[src/rtl/persp_pkg.sv]
// rtl/persp_pkg.sv - shared types and constants for the perspective datapath
package persp_pkg;

    localparam int X_W          = 10;
    localparam int Y_W          = 9;
    localparam int SCREEN_X_MAX = 639;
    localparam int SCREEN_Y_MAX = 479;
    localparam int CNT_W        = 4;

    typedef enum logic [1:0] {
        ST_IDLE   = 2'd0,
        ST_SETTLE = 2'd1,
        ST_ARMED  = 2'd2,
        ST_SWAP   = 2'd3
    } persp_state_t;

    // |a - b| <= tol on zero-extended operands; 11 bits holds any x or y difference
    function automatic logic within_tol(input logic [10:0] a,
                                        input logic [10:0] b,
                                        input logic [10:0] tol);
        logic signed [10:0] d;
        logic [10:0]        m;
        d = a - b;
        m = d[10] ? 11'(-d) : 11'(d);
        return (m <= tol);
    endfunction

endpackage

[src/rtl/corner_stability_filter.sv]
// rtl/corner_stability_filter.sv - range check and stability filter for corner reports
module corner_stability_filter
    import persp_pkg::*;
#(
    parameter int STABLE_N = 4,
    parameter int TOL      = 2,
    parameter int X_MAX    = SCREEN_X_MAX,
    parameter int Y_MAX    = SCREEN_Y_MAX
) (
    input  logic                clk,
    input  logic                reset_n,
    input  logic                corners_valid,
    input  logic [3:0][X_W-1:0] cx,
    input  logic [3:0][Y_W-1:0] cy,
    output logic                accept,
    output logic [3:0][X_W-1:0] acc_x,
    output logic [3:0][Y_W-1:0] acc_y,
    output logic [7:0]          reject_cnt
);

    localparam logic [X_W-1:0]   X_LIM = X_W'(X_MAX);
    localparam logic [Y_W-1:0]   Y_LIM = Y_W'(Y_MAX);
    localparam logic [10:0]      TOL_V = 11'(TOL);
    localparam logic [CNT_W-1:0] SN    = CNT_W'(STABLE_N);

    logic [3:0][X_W-1:0] cand_x;
    logic [3:0][Y_W-1:0] cand_y;
    logic [CNT_W-1:0]    stable_cnt;
    logic                in_range;
    logic                all_match;

    // Classify the report: inside the screen, and within tolerance of the candidate
    always_comb begin
        in_range  = 1'b1;
        all_match = 1'b1;
        for (int i = 0; i < 4; i++) begin
            if (cx[i] > X_LIM || cy[i] > Y_LIM)
                in_range = 1'b0;
            if (!within_tol({1'b0, cx[i]}, {1'b0, cand_x[i]}, TOL_V))
                all_match = 1'b0;
            if (!within_tol({2'b00, cy[i]}, {2'b00, cand_y[i]}, TOL_V))
                all_match = 1'b0;
        end
    end

    // Candidate, stability count, reject count and the one-cycle accept pulse
    always_ff @(posedge clk or negedge reset_n) begin
        if (!reset_n) begin
            cand_x     <= '0;
            cand_y     <= '0;
            stable_cnt <= '0;
            reject_cnt <= '0;
            accept     <= 1'b0;
        end else begin
            accept <= 1'b0;
            if (corners_valid) begin
                if (!in_range) begin
                    if (reject_cnt != 8'hFF)
                        reject_cnt <= reject_cnt + 8'd1;
                    stable_cnt <= '0;
                end else if (all_match) begin
                    if (stable_cnt != SN) begin
                        stable_cnt <= stable_cnt + CNT_W'(1);
                        accept     <= (stable_cnt == SN - CNT_W'(1));
                    end
                end else begin
                    cand_x     <= cx;
                    cand_y     <= cy;
                    stable_cnt <= CNT_W'(1);
                    accept     <= (SN == CNT_W'(1));
                end
            end
        end
    end

    assign acc_x = cand_x;
    assign acc_y = cand_y;

endmodule

[src/rtl/perspective_ctrl.sv]
// rtl/perspective_ctrl.sv - sequences accepted corners into perspective_params and frame-aligned swaps
module perspective_ctrl
    import persp_pkg::*;
#(
    parameter int LATENCY  = 2,
    parameter int STABLE_N = 4,
    parameter int TOL      = 2,
    parameter int X_MAX    = SCREEN_X_MAX,
    parameter int Y_MAX    = SCREEN_Y_MAX
) (
    input  logic           clk,
    input  logic           reset_n,
    input  logic           corners_valid,
    input  logic [X_W-1:0] cx1,
    input  logic [X_W-1:0] cx2,
    input  logic [X_W-1:0] cx3,
    input  logic [X_W-1:0] cx4,
    input  logic [Y_W-1:0] cy1,
    input  logic [Y_W-1:0] cy2,
    input  logic [Y_W-1:0] cy3,
    input  logic [Y_W-1:0] cy4,
    input  logic           frame_start,
    output logic [X_W-1:0] px1,
    output logic [X_W-1:0] px2,
    output logic [X_W-1:0] px3,
    output logic [X_W-1:0] px4,
    output logic [Y_W-1:0] py1,
    output logic [Y_W-1:0] py2,
    output logic [Y_W-1:0] py3,
    output logic [Y_W-1:0] py4,
    output logic           params_ready,
    output logic           params_swap,
    output logic           busy,
    output logic [7:0]     reject_cnt
);

    localparam logic [CNT_W-1:0] LAT = CNT_W'(LATENCY);

    persp_state_t        state;
    persp_state_t        next_state;
    logic [CNT_W-1:0]    settle_cnt;
    logic                accept;
    logic                pending;
    logic                fs_armed;
    logic                load;
    logic                ready_d;
    logic                swap_d;
    logic                busy_d;
    logic [3:0][X_W-1:0] acc_x;
    logic [3:0][Y_W-1:0] acc_y;
    logic [3:0][X_W-1:0] px_q;
    logic [3:0][Y_W-1:0] py_q;

    corner_stability_filter #(
        .STABLE_N (STABLE_N),
        .TOL      (TOL),
        .X_MAX    (X_MAX),
        .Y_MAX    (Y_MAX)
    ) u_filter (
        .clk           (clk),
        .reset_n       (reset_n),
        .corners_valid (corners_valid),
        .cx            ({cx4, cx3, cx2, cx1}),
        .cy            ({cy4, cy3, cy2, cy1}),
        .accept        (accept),
        .acc_x         (acc_x),
        .acc_y         (acc_y),
        .reject_cnt    (reject_cnt)
    );

    // A pending accept left over from a swap counts as an accept once idle
    assign load = accept || (state == ST_IDLE && pending);

    // State register, registered outputs, frame pulse qualified by ARMED, pending flag
    always_ff @(posedge clk or negedge reset_n) begin
        if (!reset_n) begin
            state        <= ST_IDLE;
            params_ready <= 1'b0;
            params_swap  <= 1'b0;
            busy         <= 1'b0;
            fs_armed     <= 1'b0;
            pending      <= 1'b0;
        end else begin
            state        <= next_state;
            params_ready <= ready_d;
            params_swap  <= swap_d;
            busy         <= busy_d;
            fs_armed     <= frame_start && (state == ST_ARMED);
            pending      <= accept && (state == ST_SWAP);
        end
    end

    // Next state: accept always restarts settling and outranks a frame boundary
    always_comb begin
        next_state = state;
        case (state)
            ST_IDLE:   if (load) next_state = ST_SETTLE;
            ST_SETTLE: if (!accept && settle_cnt <= CNT_W'(1)) next_state = ST_ARMED;
            ST_ARMED: begin
                if (accept)        next_state = ST_SETTLE;
                else if (fs_armed) next_state = ST_SWAP;
            end
            ST_SWAP:   next_state = accept ? ST_SETTLE : ST_IDLE;
            default:   next_state = ST_IDLE;
        endcase
    end

    // Output decode from the next state so the flops present it with the state
    always_comb begin
        ready_d = (next_state == ST_ARMED);
        swap_d  = (next_state == ST_SWAP);
        busy_d  = (next_state != ST_IDLE);
    end

    // Corner outputs move only on an accept; settle counter reloads with them
    always_ff @(posedge clk or negedge reset_n) begin
        if (!reset_n) begin
            px_q       <= '0;
            py_q       <= '0;
            settle_cnt <= '0;
        end else if (load) begin
            px_q       <= acc_x;
            py_q       <= acc_y;
            settle_cnt <= LAT;
        end else if (state == ST_SETTLE && settle_cnt != '0) begin
            settle_cnt <= settle_cnt - CNT_W'(1);
        end
    end

    assign px1 = px_q[0];
    assign px2 = px_q[1];
    assign px3 = px_q[2];
    assign px4 = px_q[3];
    assign py1 = py_q[0];
    assign py2 = py_q[1];
    assign py3 = py_q[2];
    assign py4 = py_q[3];

endmodule

[config.mk]
export PLATFORM = sky130hd
export DESIGN_NAME = perspective_ctrl
export DESIGN_NICKNAME = d
export VERILOG_FILES = /design/src/rtl/persp_pkg.sv /design/src/rtl/corner_stability_filter.sv /design/src/rtl/perspective_ctrl.sv
export SDC_FILE = /design/constraint.sdc
export NUM_CORES = 1
export LEC_CHECK = 0
export ABC_CLOCK_PERIOD_IN_PS = 5400
export CAP_MARGIN = 20
export CORE_MARGIN = 2
export CORE_UTILIZATION = 30
export CTS_BUF_LIST = sky130_fd_sc_hd__clkbuf_8 sky130_fd_sc_hd__clkbuf_16
export DETAILED_ROUTE_END_ITERATION = 12
export SLEW_MARGIN = 10
export SYNTH_ARGS = -nofsm -noshare
export SYNTH_HDL_FRONTEND = slang
export SYNTH_SLANG_ARGS = --single-unit
[constraint.sdc]
create_clock -name clk -period 5.4 [get_ports clk]
set_input_delay 0.81 -clock clk [delete_from_list [all_inputs] [get_ports clk]]
set_output_delay 0.81 -clock clk [all_outputs]
set_load 0.01 [all_outputs]
==> reports/results.env <==
AREA_GROWTH_PCT=22.84
FIN_TNS_SETUP_NS=0
DETAILROUTE.VIA_COUNT=11456
MAXSLEWHEADROOM_PCT=45.93
PWRDENS_nW_PER_UM2=440.3
ROW_COUNT=77
GRT_ANTENNA_BEFORE_REPAIR=1
GLOBALROUTETOTALUTIL_PCT=16.65
FINAL_NUMBER_OF_HOLD_VIOLATING_ENDPOINTS=0
CRITICALPATHCATEGORY='input pin to flop'
VDD_IR_MAX_V=0.0002233
HOLD_CLASS='input pin to async pin'
SYN-MEAN-INSTANCE-AREA_SQ_UM=8.914
H-TREE-DEPTH=4
SYNTH_FF_TYPE='sky130_fd_sc_hd__dfrtp_1'
GRT.OVERFLOW.TOTAL=0
FIRST_GLOBAL_VIAS=11326
WL_PER_CELL_MICRONS=16.58
WORST-ENDPOINT-ARRIVAL_NS=5.30
RUN_STATUS='complete, no violations'
DPL-INSTANCE-AREA_SQ_UM=15690
INITIALDRTVIOLATIONCOUNT=639
GRT_PASS1_WL_MICRONS=60840
SYNTH_WARNINGS=0
MET2_ROUTING_RESOURCE_USAGE_AFTER_GLOBAL_ROUTING_PCT=27.16
TRITONCTS='yes'
CTS.SINK_COUNT=176
TOTAL_DIE_AREA_SQ_UM=46030
FIN_NETS=1828
CTS_RESIZED=0
POST-SYNTH-TOP-AREA-CELL='sky130_fd_sc_hd__dfrtp_1'
CRITICAL_PATH.STARTPOINT_TYPE='input pin'
DIE_W_MICRONS=214.5
GR-USAGE-MET3_PCT=3.660
TIMING.CRITICAL_PATH.REQUIRED_NS=5.82
FINALSETUPVIOLATIONS=0
POST-ROUTE-MIN-PERIOD_NS=4.884
FIN_CRIT_SH_PCT=90.44
START_UTIL_PCT=30.21
SYNTH_SEQ_AREA_SHARE_PCT=33.12
POST_CTS_BUFFERS=0
FINALINSTANCEAREA_SQ_UM=16340
FINAL_WIRELENGTH_MICRONS=37520
BUFFER_PORTS.INSERTED=166
SYNTH_TOP_CELLS_BY_AREA='sky130_fd_sc_hd__dfrtp_1 (33%), sky130_fd_sc_hd__ha_1 (7.7%), sky130_fd_sc_hd__nand2_1 (4.5%)'
TOTAL_HALF_PERIMETER_WIRELENGTH_AFTER_LEGALIZATION_AND_DETAILED_PLACEMENT_MICRONS=29840
HOLDBUFCOUNTCTS=0
WORST_SKEW_PAIR.LATE_LATENCY_NS=0.49
WORST_SETUP_HOLD_PATH_CLK_SLEW_NS=0.07
LEAKAGE_nW=7.193
MAX-CLOCK-PATH-BUFFERS=2
MAX_FCLK_GHz=0.2048
ROUTABILITYCONGESTION=0.8859
SYNTH_EDF_COUNT=0
WORSTPATHMAXFANOUT=6
DRT-PASS1-ITER-COUNT=5
CTS-ROOT-BUF='sky130_fd_sc_hd__clkbuf_16'
MAPPEDNETLISTNETS=1662
SYNTH_LARGEST_TYPE_AREA_FRACTION_PCT=33.12
PIN_COUNT_OF_THE_BIGGEST_NET_ENTERING_GLOBAL_ROUTING=124
MAX_CAP_VIOL_COUNT=0
VIA_PER_INST=5.062
MET1_USAGE_PCT=22.06
IO_PINS=167
ASYNC_RESET_FF_SHARE_PCT=100.0
CTS_INSERTED_BUFFERS=17
POST_SYNTH_INSTANCE_AREA_SQ_UM=13300
YOSYS.CELL_TYPES.COUNT=91
FLOORPLAN.DIE.HEIGHT_MICRONS=214.5
SYNTH_CELLS=1492
INSERTEDDIODECOUNT=0
CORE_SQ_UM=44030
CRITPATHCAPTURETYPE='flop'
RSZ0062_AT_GRT='false'
SYNTH-SEQ-CELLS=176
CLOCK-SKEW-FINAL_NS=0.02186
POST-ROUTE-DRC-COUNT=0
BUSIEST_LAYER='met2'
FRACTION_OF_LAYOUT_CELLS_WITH_A_SIZE_SUFFIX_ABOVE_1_PCT=10.41
ANT_NETS=0
SLEW_VIOLATIONS=0
WORSTMARGINPINSLEW_NS=0.8111
-- stage by stage --
| stage | hold slack [ns] | cells | setup slack [ns] | utilization (%) | power [W] |
|---|---|---|---|---|---|
| 2_1_floorplan | 0.4664 | 1492 | 1.124 | - | 0.004643 |
| 4_1_cts | 0.3983 | 2262 | 0.5942 | 37.04 | 0.007236 |
| 3_5_place_dp | 0.4575 | 2230 | 0.06730 | 35.64 | 0.005844 |
| 6_report | 0.4068 | 2263 | 0.5164 | 37.11 | 0.007194 |
| 5_1_grt | 0.4605 | 2263 | 0.06521 | 37.11 | 0.007758 |
| 3_3_place_gp | 0.4553 | 2230 | 0.03272 | 35.64 | 0.005796 |
-- where the power goes --
group	switching (W)	internal, W
registers	0.000127	0.00152
logic	0.00248	0.00175
clock network	0.000576	0.000746
total	0.00318	0.00402
-- layout by cell type (no fill, tap or decap), types with 9 or more instances in the layout --
master and n:
sky130_fd_sc_hd__dfrtp_1 176, sky130_fd_sc_hd__clkdlybuf4s50_1 165, sky130_fd_sc_hd__nand2_1 161, sky130_fd_sc_hd__inv_1 120, sky130_fd_sc_hd__o21ai_0 120, sky130_fd_sc_hd__a21oi_1 85, sky130_fd_sc_hd__ha_1 82, sky130_fd_sc_hd__nor2_1 81
sky130_fd_sc_hd__mux2_2 41, sky130_fd_sc_hd__xnor2_1 41, sky130_fd_sc_hd__mux2_4 38, sky130_fd_sc_hd__nand3_1 31, sky130_fd_sc_hd__xor2_1 31, sky130_fd_sc_hd__a21o_1 28, sky130_fd_sc_hd__nand4_1 27, sky130_fd_sc_hd__nor3_1 26
sky130_fd_sc_hd__buf_4 24, sky130_fd_sc_hd__nand2b_1 23, sky130_fd_sc_hd__and3_1 19, sky130_fd_sc_hd__nor4_1 18, sky130_fd_sc_hd__clkbuf_16 17, sky130_fd_sc_hd__o2111ai_1 16, sky130_fd_sc_hd__a211oi_1 16, sky130_fd_sc_hd__nor2b_1 14
sky130_fd_sc_hd__or3_1 13, sky130_fd_sc_hd__o21a_1 12, sky130_fd_sc_hd__mux2i_1 12, sky130_fd_sc_hd__or2_2 12, sky130_fd_sc_hd__a31oi_1 12, sky130_fd_sc_hd__and2_1 11, sky130_fd_sc_hd__nand3b_1 11, sky130_fd_sc_hd__a211o_1 9
sky130_fd_sc_hd__a311oi_1 9, sky130_fd_sc_hd__o21bai_1 9
-- cells by family (layout without fill, tap and decap cells) --
family / Yosys count / after routing / share of synthesized area (%)
compound gates: 405 / 405 / 20.08
xor+xnor: 72 / 72 / 4.742
fa+ha+maj: 90 / 90 / 8.919
buf+inv: 167 / 346 / 5.419
flops: 176 / 176 / 33.12
mux: 91 / 91 / 8.665
simple gates: 491 / 491 / 19.06
-- final cells by class --
cell class              count  area (sq um)
inverters                 120         450.4
well taps                 592         740.7
repair buffers            194          1933
clock inverters            14         176.4
multi-input cells        1149          8193
fillers                  4509         27690
flip-flops and latches    176          4404
clock buffers              18         439.2
-- worst paths after layout --
path                                                      from                            endpoint  slack (ns)  cells after the start
worst max-delay path                                    cy2[0]           u_filter.accept$_DFF_PN0_        0.52                     16
worst min-delay path                                   reset_n                  py4[0]$_DFFE_PN0P_        0.41                      1
worst max register to register  u_filter.acc_y[27]$_DFFE_PN0P_           u_filter.accept$_DFF_PN0_        0.89                     16
worst min register to register              py3[0]$_DFFE_PN0P_                  py3[0]$_DFFE_PN0P_        0.47                      2
max in group asynchronous                              reset_n  u_filter.reject_cnt[0]$_DFFE_PN0P_        3.89                      2
min in group clk                            py3[0]$_DFFE_PN0P_                  py3[0]$_DFFE_PN0P_        0.47                      2
-- routing by layer --
layer  wire length (microns)  vias up
met3                    1329       35
met5                      10        -
met4                     615        2
met1                   17990     5475
li1                        -     5752
met2                   17570      192
-- cells in the mapped netlist, types with 18 or more instances --
master,n
sky130_fd_sc_hd__nor3_1,26
sky130_fd_sc_hd__nand3_1,31
sky130_fd_sc_hd__mux2_4,38
sky130_fd_sc_hd__nand4_1,27
sky130_fd_sc_hd__inv_1,120
sky130_fd_sc_hd__nor4_1,18
sky130_fd_sc_hd__xnor2_1,41
sky130_fd_sc_hd__clkbuf_1,31
sky130_fd_sc_hd__nand2_1,161
sky130_fd_sc_hd__mux2_2,41
sky130_fd_sc_hd__dfrtp_1,176
sky130_fd_sc_hd__ha_1,82
sky130_fd_sc_hd__xor2_1,31
sky130_fd_sc_hd__and3_1,19
sky130_fd_sc_hd__o21ai_0,120
sky130_fd_sc_hd__a21oi_1,86
sky130_fd_sc_hd__nand2b_1,23
sky130_fd_sc_hd__a21o_1,28
sky130_fd_sc_hd__nor2_1,81
-- critical path, stage by stage --
cell                              delay (ns)
sky130_fd_sc_hd__clkdlybuf4s50_1        0.51
sky130_fd_sc_hd__inv_1                  0.06
sky130_fd_sc_hd__ha_1                   0.21
sky130_fd_sc_hd__fa_1                   0.43
sky130_fd_sc_hd__xor2_1                 0.39
sky130_fd_sc_hd__and3_1                 0.23
sky130_fd_sc_hd__o21ai_0                0.10
sky130_fd_sc_hd__nor3b_2                0.32
sky130_fd_sc_hd__a31oi_1                0.16
sky130_fd_sc_hd__xor2_1                 0.23
sky130_fd_sc_hd__a2111oi_0              0.41
sky130_fd_sc_hd__nand4_1                0.19
sky130_fd_sc_hd__nor4_1                 0.32
sky130_fd_sc_hd__o2111ai_1              0.17
sky130_fd_sc_hd__nor4b_1                0.56
sky130_fd_sc_hd__buf_4                  0.21
-- flip-flops by register name, summed over array words and instances, names as in the netlist, 4 cells and up --
register             flops
px2                     10
u_filter.acc_x          40
py4                      9
u_filter.reject_cnt      8
py3                      9
u_filter.acc_y          36
py2                      9
settle_cnt               4
px1                     10
px3                     10
py1                      9
u_filter.stable_cnt      4
px4                     10
No activity file was read; power rests on OpenSTA's default activity.
==> RTL edit 1 (same flow settings) <==
Change the package constant `CNT_W` from 4 to 3.
--- a/src/rtl/persp_pkg.sv
+++ b/src/rtl/persp_pkg.sv
@@ -7,3 +7,3 @@
     localparam int SCREEN_Y_MAX = 479;
-    localparam int CNT_W        = 4;
+    localparam int CNT_W        = 3;
 
Check against the original RTL: no difference found for any inputs over 4 cycles, from zero or initial values and one cycle with reset_n low; that may be too few to reach the edited logic, so the function may still have changed.
==> RTL edit 1 against the unedited design <==
Total power down 4.5%. Worst setup slack got worse by 56 ps. Routed wire length fell by 1.0%. Area after synthesis is 2.7% lower. Critical path type unchanged. Cell area shrank 2.2%. Count of clock-buffer cells in the layout did not move. Sequential cell count decreased by 2. Largest cell class unchanged. Global-route usage rose by 0.28 points. Synthesized cell count shrank 2.3%. Maximum frequency down 1.1%.
==> RTL edit 1: results (changes against the unedited design) <==
- Detail Placement HPWL: 29300 µm (-1.8%)
- Global-route met3 utilization: 3.55% (-0.11 points)
- Synth Area in XOR/XNOR: 5.20% (+0.46 points)
- Largest net degree at the start of global routing: 100 (-19%)
- GPL Wtd Cong: 0.872 (-1.6%)
- Reg power frac: 23.7% (+0.9 points)
- CP Max Fanout: 19 (+13)
- # resized after CTS: 0 (unchanged)
- Met1 usage: 23.5% (+1.4 points)
- Register area share after synthesis: 33.6% (+0.52 points)
- Layout Nets: 1792 (-2.0%)
- CP max stage cell: clkdlybuf4s50_1
- Total net switching power: 3010 µW (-5.4%)
- Global-route wire length before repair: 59600 µm (-2.0%)
- Synthesis warning total: 0 (unchanged)
- Crit path to: u_filter.acc_y[21]
- Gr usage total: 16.9% (+0.28 points)
- Placed Area: 0.0153 mm² (-2.3%)
- Skew-Pair Late Insertion Delay: 470 ps (-20 ps)
- Synth Area in Compound Gates: 19.7% (-0.38 points)
- Post-CTS setup buffer count: 0 (unchanged)
- Arrival @ worst endpoint: 5280 ps (-20 ps)
- Post-synth cell types: 93 (+2.2%)
- Num CTS Buffers: 17 (unchanged)
- Mux contribution to synthesized area: 7.95% (-0.72 points)
- Fraction of the mapped netlist area in adder cells: 9.26% (+0.34 points)
- Max VDD drop: 197 µV (-12%)
- Top post-synthesis cells by area: dfrtp_1 (34%), ha_1 (8.0%), nand2_1 (4.9%)
- R2R Setup Slk: 970 ps (+80 ps)
- Cell family with most CP delay: compound AO/OA/AOI/OAI gates
- Tot Pwr: 6870 µW (-4.5%)
- GR Layer Usage met2: 26.1% (-1.1 points)
- # fillers: 4314 (-4.3%)
- Status: complete, no violations
- Mapped Nets: 1629 (-2.0%)
- Critical Path Max Stage Delay: 460 ps (-100 ps)
- Via Count: 11400 (-0.40%)
- Post-synth top cells: dfrtp_1 (174), nand2_1 (168), inv_1 (125)
- CTS max path bufs: 2 (unchanged)
- Slew margin rel.: 42.1% (-3.8 points)
- CP startpoint: cx4[0]
- Comb. pwr: 3930 µW (-7.1%)
- Layout cells sized above 1: 10.6% (+0.17 points)
- Worst reg2reg startpoint: u_filter.acc_x[30]
- Clk_skew: 12.3 ps (-9.52 ps)
- Static leakage: 0.00688 µW (-4.4%)
- DRT iter0 DRCs: 797 (+25%)
-- RTL edit 1: cell count changes in the layout (fill, tap and decap cells not counted), moves of 7 or more --
cell	change
mux2_2	+9
nor2b_1	+8
a21oi_1	-16
nor2_1	-7
mux2_4	-11
o211ai_1	+9
and3_1	-8
nand2b_1	-12
nand2_1	+7
-- RTL edit 1: how the worst min path moves through the flow --
stage	slack [ps]	startpoint	endpoint
6_report	370	reset_n	py2[5]
3_3_place_gp	460	px1[0]	px1[0]
5_1_grt	430	reset_n	u_filter.acc_y[14]
4_1_cts	390	reset_n	py2[3]
2_1_floorplan	470	u_filter.acc_x[0]	px1[0]
3_5_place_dp	460	py3[0]	py3[0]
-- RTL edit 1: stage by stage --
step	util (%)	hold WS [ps]	TNS, ps	setup WS (ps)	std cells
2_1_floorplan	-	468	0	1170	1458
3_3_place_gp	35.8	455	0	26.3	2146
3_5_place_dp	35.8	459	-3.78	-3.78	2146
4_1_cts	37.3	392	0	491	2178
5_1_grt	37.3	427	0	242	2181
6_report	37.3	374	0	460	2182
-- RTL edit 1: cells by family (layout without fill, tap and decap cells) --
kind of cell	Yosys count	count (layout)
flip-flops	174	174
adder cells (fa/ha/maj)	91	91
XOR/XNOR	76	76
other	0	2
AND/OR/NAND/NOR	480	480
multiplexers	83	83
AO/OA/AOI/OAI	381	381
buffers and inverters	173	349
-- RTL edit 1: layout make-up --
class	instances	area [µm²]	area share (%)
multi-input cells	1111	7910	49.5
flip-flops and latches	174	4350	27.3
repair buffers	191	1940	12.1
well taps	546	683	4.28
inverters	126	473	2.96
clock buffers	18	439	2.75
clock inverters	14	170	1.07
diodes	2	5.00	0.0313
-- RTL edit 1: layer usage --
layer,part of all wire [%],wire [µm]
met4,2.1,782
met2,44,16300
met1,49,18100
met3,5.1,1880
met5,0,0
==> RTL edit 2 (config.mk and constraints unchanged) <==
Made on the original files. Encoding of `persp_state_t`: now one-hot (4 bits for 4 states).
--- a/src/rtl/persp_pkg.sv
+++ b/src/rtl/persp_pkg.sv
@@ -9,7 +9,7 @@
 
-    typedef enum logic [1:0] {
-        ST_IDLE   = 2'd0,
-        ST_SETTLE = 2'd1,
-        ST_ARMED  = 2'd2,
-        ST_SWAP   = 2'd3
+    typedef enum logic [3:0] {
+        ST_IDLE   = 4'b0001,
+        ST_SETTLE = 4'b0010,
+        ST_ARMED  = 4'b0100,
+        ST_SWAP   = 4'b1000
     } persp_state_t;
Check against the original RTL: same outputs for any inputs over 4 cycles, from zero or initial values and one cycle with reset_n low; so few cycles prove little.
==> RTL edit 2 against the unedited design <==
Worst setup slack got worse by 63 ps. Area after synthesis rose by 0.94%. Register-to-register slack got worse by 20 ps. Combinational power rose by 3%. Total power rose by 2.1%. Cell area rose by 1.4%. Via count rose by 3.2%. Core utilization rose by 0.34 points. Sequential cell count rose by 2. Routed wire length rose by 2.8%.
==> RTL edit 2: results (changes against the unedited design) <==
- R2R Setup Slk: 870 ps (-20 ps)
- Layout Nets: 1838 (+0.55%)
- Skew-Pair Late Insertion Delay: approximately 500 ps
- Gr usage total: 17.0% (+0.38 points)
- Largest net degree at the start of global routing: 94 (-24%)
- Total net switching power: 3280 µW (+3.1%)
- Post-Place Setup Slack: -57.5 ps (-125 ps)
- Total Wirelength: 38600 µm (+2.8%)
- Antenna violations before repair: 0 (-1)
- Detail Placement HPWL: 30500 µm (+2.3%)
- Post-synth cell types: 95 (+4.4%)
- CP Max Fanout: 19 (+13)
- Post-synth top cells: dfrtp_1 (177), nand2_1 (156), o21ai_0 (125)
- CTS max path bufs: 2 (unchanged)
- Static leakage: 0.00713 µW (-0.92%)
- # resized after CTS: 0 (unchanged)
- DRT iter0 DRCs: 758 (+19%)
- Via Count: 11800 (+3.2%)
- Max VDD drop: 224 µV (+0.32%)
- Mapped Nets: 1661 (-0.060%)
- GPL Wtd Cong: 0.915 (+3.3%)
- Layout cells sized above 1: 9.23% (-1.2 points)
- Drt first pass iters: 5 (unchanged)
- Top post-synthesis cells by area: dfrtp_1 (33%), ha_1 (7.6%), o21ai_0 (4.7%)
- Register area share after synthesis: 33.2% (+0.073 points)
- Port bufs: 166 (unchanged)
- Status: complete, no violations
- Arrival @ worst endpoint: 5320 ps (+20 ps)
- Fmax achieved: 0.202 GHz (-1.3%)
- Global-route wire length before repair: 62900 µm (+3.3%)
- # fillers: 4501 (-0.18%)
- Slew margin rel.: 44.5% (-1.5 points)
- Clk_skew: 11.4 ps (-10.5 ps)
- Min Hold Slack: 341 ps (-65.8 ps)
-- RTL edit 2: final cells by class --
| cell class | count | area, µm² | share of cell area [%] |
|---|---|---|---|
| clock buffers | 19 | 453 | 2.74 |
| clock inverters | 12 | 155 | 0.937 |
| inverters | 110 | 413 | 2.49 |
| multi-input cells | 1158 | 8360 | 50.5 |
| flip-flops and latches | 178 | 4460 | 26.9 |
| well taps | 592 | 741 | 4.47 |
| repair buffers | 203 | 1980 | 11.9 |
-- RTL edit 2: power groups by stage --
stage	registers [µW]	logic (µW)	clock network [µW]
finish	1660	4350	1340
CTS	1660	4310	1390
detailed placement	1680	4280	0
global placement	1680	4230	0
global route	1690	4770	1430
floorplan	1660	3010	0
-- RTL edit 2: worst max-delay path, stage by stage --
cell and delay (ps):
clkdlybuf4s50_1 450, inv_1 70, ha_1 170, inv_1 60, fa_1 400, xor2_1 270, or2_2 350, nor4_1 490
nand3_1 290, nor3_1 240, a211oi_1 90, or4_4 540, nor4_4 360, a21oi_4 140, buf_4 250, mux2_1 340
-- RTL edit 2: stage by stage --
step	area, µm²	std cells	setup TNS (ps)	power, µW
5_1_grt	16600	2272	0	7890
6_report	16600	2272	0	7340
2_1_floorplan	13400	1491	0	4670
3_5_place_dp	16000	2241	-979	5960
3_3_place_gp	15900	2240	0	5910
4_1_cts	16600	2272	0	7360
-- RTL edit 2: cell families after synthesis --
| logic type | Yosys count | synth area share, % |
|---|---|---|
| AOI/OAI and AO/OA | 393 | 19.7 |
| xor gates and xnor gates | 74 | 4.83 |
| adders and majority gates | 90 | 8.84 |
| buffers and inverters | 155 | 4.70 |
| DFF | 178 | 33.2 |
| muxes | 99 | 9.25 |
| and+or+nand+nor | 502 | 19.5 |
-- RTL edit 2: worst paths after layout --
path | startpoint | end | cells past startpoint
worst max-delay path | cy3[0] | u_filter.acc_x[13] | 16
worst min-delay path | reset_n | py4[6] | 1
worst max register to register | u_filter.acc_y[18] | u_filter.acc_x[13] | 14
worst min register to register | py4[1] | py4[1] | 2
max in group asynchronous | reset_n | u_filter.reject_cnt[3] | 2
min in group clk | py4[1] | py4[1] | 2
-- RTL edit 2: metal layers --
metal  vias up  GRT usage (%)  share of wire, %  wire (µm)
met5         -              0                 0          0
met4         0           6.14               1.9        750
met3        38           3.41               4.1       1590
met2       254           27.2                47      18000
met1      5709           22.9                47      18300
li1       5823              -                 -          -
